<file path="src/rtl/quant_arbiter.sv">
// Round-robin scheduler sharing one quantizer between Y/Cb/Cr block streams.
// Optional WAIT watchdog enabled by defining QUANT_ARB_TIMEOUT_EN.
module quant_arbiter #(
    parameter int unsigned SETUP_CYC   = 1,
    parameter int unsigned TIMEOUT_CYC = 64,
    parameter int unsigned CNT_W       = 16
) (
    input  logic             clk,
    input  logic             rst,
    input  logic [2:0]       req,
    output logic [2:0]       grant,
    output logic [1:0]       sel,
    output logic             table_sel,
    output logic             q_enable,
    input  logic             q_out_enable,
    output logic [2:0]       ack,
    output logic             busy,
    output logic [CNT_W-1:0] blk_count,
    output logic             error
);

    // state   | meaning
    // S_IDLE  | no transaction; arbitrate on req
    // S_SETUP | grant/sel held while the Z mux settles
    // S_FIRE  | q_enable pulse to the quantizer
    // S_WAIT  | waiting for q_out_enable
    // S_ACK   | ack pulse, count block, move RR pointer
    typedef enum logic [2:0] {
        S_IDLE,
        S_SETUP,
        S_FIRE,
        S_WAIT,
        S_ACK
    } state_t;

    state_t     state;
    logic [1:0] ptr;
    logic [2:0] setup_cnt;
    logic [1:0] pick_idx;
    logic       pick_vld;
    logic [1:0] c0, c1, c2;

`ifdef QUANT_ARB_TIMEOUT_EN
    localparam int unsigned WD_W = (TIMEOUT_CYC > 1) ? $clog2(TIMEOUT_CYC) : 1;
    logic [WD_W-1:0] wd_cnt;
`endif

    // Search order starts one past the last granted index.
    always_comb begin
        c0 = 2'd0;
        c1 = 2'd1;
        c2 = 2'd2;
        case (ptr)
            2'd0: begin c0 = 2'd1; c1 = 2'd2; c2 = 2'd0; end
            2'd1: begin c0 = 2'd2; c1 = 2'd0; c2 = 2'd1; end
            default: begin c0 = 2'd0; c1 = 2'd1; c2 = 2'd2; end
        endcase
        pick_vld = 1'b1;
        pick_idx = c0;
        if (req[c0])      pick_idx = c0;
        else if (req[c1]) pick_idx = c1;
        else if (req[c2]) pick_idx = c2;
        else              pick_vld = 1'b0;
    end

    always_ff @(posedge clk or negedge rst) begin
        if (!rst) begin
            state     <= S_IDLE;
            ptr       <= 2'd2;
            grant     <= 3'b000;
            sel       <= 2'd3;
            table_sel <= 1'b0;
            q_enable  <= 1'b0;
            ack       <= 3'b000;
            busy      <= 1'b0;
            blk_count <= '0;
            setup_cnt <= 3'd0;
`ifdef QUANT_ARB_TIMEOUT_EN
            wd_cnt    <= '0;
            error     <= 1'b0;
`endif
        end else begin
            q_enable <= 1'b0;
            ack      <= 3'b000;
            case (state)
                S_IDLE: begin
                    if (pick_vld) begin
                        grant     <= 3'b001 << pick_idx;
                        sel       <= pick_idx;
                        table_sel <= (pick_idx != 2'd0);
                        setup_cnt <= 3'(SETUP_CYC);
                        busy      <= 1'b1;
                        state     <= S_SETUP;
                    end
                end
                S_SETUP: begin
                    if (setup_cnt <= 3'd1) begin
                        setup_cnt <= 3'd0;
                        q_enable  <= 1'b1;
                        state     <= S_FIRE;
                    end else begin
                        setup_cnt <= setup_cnt - 3'd1;
                    end
                end
                S_FIRE: begin
`ifdef QUANT_ARB_TIMEOUT_EN
                    wd_cnt <= WD_W'(TIMEOUT_CYC - 1);
`endif
                    state <= S_WAIT;
                end
                S_WAIT: begin
                    if (q_out_enable) begin
                        ack       <= grant;
                        blk_count <= blk_count + CNT_W'(1);
                        ptr       <= sel;
                        state     <= S_ACK;
                    end
`ifdef QUANT_ARB_TIMEOUT_EN
                    // Stalled quantizer: drop the block and skip past its requester.
                    else if (wd_cnt == '0) begin
                        error     <= 1'b1;
                        ptr       <= sel;
                        grant     <= 3'b000;
                        sel       <= 2'd3;
                        table_sel <= 1'b0;
                        busy      <= 1'b0;
                        state     <= S_IDLE;
                    end else begin
                        wd_cnt <= wd_cnt - 1'b1;
                    end
`endif
                end
                S_ACK: begin
                    grant     <= 3'b000;
                    sel       <= 2'd3;
                    table_sel <= 1'b0;
                    busy      <= 1'b0;
                    state     <= S_IDLE;
                end
                default: state <= S_IDLE;
            endcase
        end
    end

`ifndef QUANT_ARB_TIMEOUT_EN
    assign error = 1'b0;
`endif

endmodule

</file>
<file path="config.mk">
export PLATFORM = sky130hd
export DESIGN_NAME = quant_arbiter
export DESIGN_NICKNAME = d
export VERILOG_FILES = /design/src/rtl/quant_arbiter.sv
export SDC_FILE = /design/constraint.sdc
export NUM_CORES = 1
export LEC_CHECK = 0
export ABC_CLOCK_PERIOD_IN_PS = 3000
export CORE_MARGIN = 1.5
export CORE_UTILIZATION = 55
export CTS_BUF_LIST = sky130_fd_sc_hd__clkbuf_8
export CTS_CLUSTER_DIAMETER = 80
export DETAILED_ROUTE_END_ITERATION = 8
export MAX_ROUTING_LAYER = met4
export PLACE_DENSITY_LB_ADDON = 0.3
export SLEW_MARGIN = 20
export SYNTH_ARGS = -nofsm -noshare
export SYNTH_HDL_FRONTEND = slang
export SYNTH_SLANG_ARGS = --single-unit
</file>
<file path="constraint.sdc">
create_clock -name clk -period 3 [get_ports clk]
set_input_delay 0.6 -clock clk [delete_from_list [all_inputs] [get_ports clk]]
set_output_delay 0.6 -clock clk [all_outputs]
set_load 0.1 [all_outputs]
</file>
# Yosys cells after proc, flatten, opt, wreduce, memory -nomap -nowiden
# Cells that the tools add are included.
# Widths: inputs -> output; s select.
dict set report classes {
  n_lt_le_gt_ge 4
  n_eq_ne 8
  reduce_logical 9
  n_mux 33
  n_shift 1
  addsub 2
}
# cell count
set ops {}
lappend ops {{$mux 3} 7}
lappend ops {{$add 16x1->16 const B} 1}
lappend ops {{$pmux 2 s2} 4}
lappend ops {{$pmux 3 s2} 2}
lappend ops {{$pmux 3 s4} 1}
lappend ops {{$mux 1} 10}
lappend ops {{$lt 2x3->1 const B} 3}
lappend ops {{$mux 2} 4}
lappend ops {{$bmux 1 s2} 3}
lappend ops {{$eq 3x2->1 const B} 2}
lappend ops {{$ne 2x2->1 const B} 3}
lappend ops {{$reduce_and 2->1} 3}
lappend ops {{$reduce_bool 2->1} 3}
lappend ops {{$pmux 1 s2} 2}
lappend ops {{$eq 3x1->1 const B} 1}
lappend ops {{$eq 3x3->1 const B} 1}
lappend ops {{$le 3x1->1 const B} 1}
lappend ops {{$logic_not 3->1} 1}
lappend ops {{$reduce_and 3->1} 1}
lappend ops {{$shl 1x2->3 const A} 1}
lappend ops {{$sub 3x1->3 const B} 1}
lappend ops {{$eq 2x1->1 const B} 1}
lappend ops {{$logic_not 2->1} 1}
dict set report word_totals {
  output_inout_bits 28
  wordCells 67
  reg_bits 35
}

# Longest topological paths before layout
dict set report logic_depth {
  ltp_word 10
  ltp_mapped 6
  ltp_nobuf 6
}

# Worst setup path before layout
# OpenSTA, ideal clock, no wires.
dict set report synth_timing {
  path_type {register to register}
  from {reg blk_count[6]}
  to {reg blk_count[15]}
  n_path_buf 0
  path_stages_with_launch 5
  arrival_time_ns 2.081
  period_less_slack_ns 2.238
  slack_ns 0.762
  setup_ns 0.158
  path_cell_list {dfrtp_1 > nand4_1 > nor4_4 > nand3_1 > xnor2_1}
}
dict set report synth_between {
  elab_chain_len 1
}
# item line
set synth_rtl {}
lappend synth_rtl {{start, declared} 18} ;# output logic [CNT_W-1:0] blk_count,
lappend synth_rtl {{start signal, assigned} 114} ;# blk_count <= blk_count + CNT_W'(1);
lappend synth_rtl {{$add 16x1->16} 114}
# Every way passes these cells.
# A chain may end at the register's enable or synchronous reset.

# Worst setup path in the final report
dict set report layout_timing {
  from {in q_out_enable}
  to {reg blk_count[10]}
}
dict set report layout_between {
  elab_chain_len 1
}
# item line
set layout_rtl {}
lappend layout_rtl {{start, declared} 15} ;# input logic q_out_enable,
lappend layout_rtl {{$reduce_and 2->1 (no line)} -}
# Every way passes these cells.

==> qor.yml <==
clock_tree:
  numCtsBuffers: 5
  cts_tree: "built"
  post_cts_buffers: 0
  ctsLongestPathBuffers: 2
  clock_sinks: 35
  cts_root_buffer: "clkbuf_8"
  cts_resized: 0
  h-tree-depth: 2
  cts.clk_slew.worst_paths_ns: 0.07
  insertion_delay_ns: 0.29
  postCtsHoldBufs: 0
synthesis:
  netlist_area_sq_mm: 0.00164
  yosysSeqAreaShare_pct: 53.8
  ys_top_cells_by_area: "dfrtp_1, dfstp_2, xnor2_1"
  syn_inst: 149
  synth.most_common_cell: "dfrtp_1"
  yosysWarnings: 0
  synth-main-ff-cell: "dfrtp_1"
  synth_top_area_cell: "dfrtp_1"
  netlist.area_leader.share_pct: 49.0
  synth_nets: 158
  ys_types: 41
  yosys-top-cells-count: "dfrtp_1, nand2_1, nor2_1, o21ai_0, xnor2_1"
  synth_edf_count: 0
  avgSynthCellArea_sq_um: 11.0
  ys_ff_latch: 35
  ys_async_sr_fraction_pct: 100
global_routing:
  antenna_found_initial: 0
  grt_overflow_total: 0
  grt_pass1_vias: 1192
  grt_max_degree: 36
  grt_pass1_wl_microns: 5450
  grtUsageTotal_pct: 23.2
timing:
  finalHoldViolations: 0
  clock_skew_ns: 0.00691
  finalWorstSetupSlack_ns: 1.02
  grt_setup_unrepaired: "no"
  setup_viol: 0
  period_share_pct: 66.0
  maxSlewViolCount: 0
  timing.slew.headroom_pct: 55.9
  fin_setup_tns_ns: 0
  max_freq_mhz: 505
  period_minus_slack_ns: 1.98
  worst-slew-pin-transition_ns: 0.656
  whs_ns: 0.484
worst_hold_path:
  hold_class: "reg2reg"
power:
  power_frac_seq_pct: 33.3
  pwr-share-clk_pct: 18.7
  power.leakage_nw: 1.01
  powerDensity_mw_per_mm2: 1160
  swShare_pct: 50.1
  intPower_w: 0.00117
  peakVddDrop_mv: 1.29
  pwr-share-comb_pct: 48.0
  switchingPower_w: 0.00117
layout:
  nets: 193
  final_cells: 216
  fillers: 205
  drive_above_1_share_pct: 24.9
  synthToLayoutAreaGrowth_pct: 23.1
  n_antenna_cell: 0
status:
  status: "finished clean"
route:
  first_iter_violations: 49
  routed_wl_microns: 3390
  drc: 0
  vias_per_cell: 6.07
  drtPass1Iterations: 4
  antenna_left: 0
  wl_per_cell_microns: 15.7
  vias: 1312
die:
  die_y_microns: 57.5
  die_w_microns: 57.5
  std_cell_rows: 19
  die-area_sq_mm: 0.00331
  start_util_pct: 58.8
  core_sq_mm: 0.00278
  pin_count: 34
critical_path:
  crit_path_top_delay_cell: "clkdlybuf4s50_1"
  cp_cell_sequence: "clkdlybuf4s50_1, nand4b_4, inv_2, nand4_1, nor2_1, xor2_1"
  timing_worst_setup_path_type: "in2reg"
  required_ns: 3.21
  crit_fanout: 10
  end_kind: "flop"
  max_stage_delay_ns: 0.56
  crit_path_start_kind: "input pin"
  cp_num_buf_inv: 2
  crit_family: "buffers and inverters"
  arrival_ns: 2.19
placed_design:
  place_inst: 208
  dp_slack_ns: 0.732
  gp_congestion: 0.796
  io_buffers: 32
  place_hpwl_microns: 2350
run:
  drv_cap: 0
## tightest hold or removal path: cells and delay by family, from the launching register on
kind	cells	cell delay, ns
simple gates	2	0.10
flops	1	0.38
## placed cells by master, fill, tap and decap left out, drive strengths merged, types with 6 or more instances in the layout
cell / instances
a21oi: 6
buf: 28
clkbuf: 6
dfrtp: 32
nand2: 16
nand3: 7
nor2: 9
o21ai: 8
xnor2: 8
xor2: 7
## power groups by stage
stage / registers, W / logic (W) / clock network [W]
floorplan: 0.00129 / 0.000385 / 0
global placement: 0.000769 / 0.00110 / 0
detailed placement: 0.000780 / 0.00112 / 0
CTS: 0.000774 / 0.00112 / 0.000446
global route: 0.000797 / 0.00119 / 0.000465
finish: 0.000777 / 0.00112 / 0.000438
## cell type report
cell class,count,area [sq um],share of cell area (%)
Inverter,5,18.8,0.932
Sequential cell,35,880,43.7
Tap cell,31,38.8,1.93
Clock inverter,2,35.0,1.74
Multi-Input combinational cell,104,698,34.7
Timing Repair Buffer,33,260,12.9
Clock buffer,6,82.6,4.10
## cells by family after synthesis
family / Yosys count / share of synthesized area (%)
buffers and inverters: 10 / 3.52
AO/OA/AOI/OAI: 28 / 11.3
other: 1 / 0.229
XOR/XNOR: 15 / 8.03
flip-flops: 35 / 53.8
AND/OR/NAND/NOR: 57 / 20.8
adder cells (fa/ha/maj): 3 / 2.30
## through the flow
stage | util [%] | instance area, sq um | total power, W
final | 72.4 | 2010 | 0.00234
after global routing | 72.4 | 2010 | 0.00245
after floorplan | - | 1640 | 0.00167
after global placement | 68.2 | 1900 | 0.00187
after detailed placement | 68.2 | 1900 | 0.00190
after CTS | 72.4 | 2010 | 0.00234
## sequential cells by signal (all words and copies together) (netlist names)
| register | cells |
|---|---|
| busy | 1 |
| ptr | 2 |
| q_enable | 1 |
| table_sel | 1 |
| setup_cnt | 3 |
| state | 3 |
| sel | 2 |
| blk_count | 16 |
| ack | 3 |
| grant | 3 |
## path summary, 6_finish.rpt
kind | start | to | slack [ns] | cells past startpoint
max | q_out_enable | blk_count[10] | 1.02 | 6
min | sel[1] | ptr[1] | 0.48 | 2
max reg2reg | state[2] | blk_count[10] | 1.26 | 5
min reg2reg | sel[1] | ptr[1] | 0.48 | 2
max in group asynchronous | rst | sel[0] | 1.94 | 2
min in group asynchronous | rst | blk_count[5] | 0.72 | 2
## routing by layer
layer	GRT usage (%)	part of all wire [%]	vias to the layer above	wire length (microns)
li1	-	-	590	-
met1	27.2	40	655	1360
met2	35.6	50	57	1690
met3	8.39	7.0	10	237
met4	11.0	2.8	0	95
met5	-	0	-	0
(Power assumes the default switching activity.)
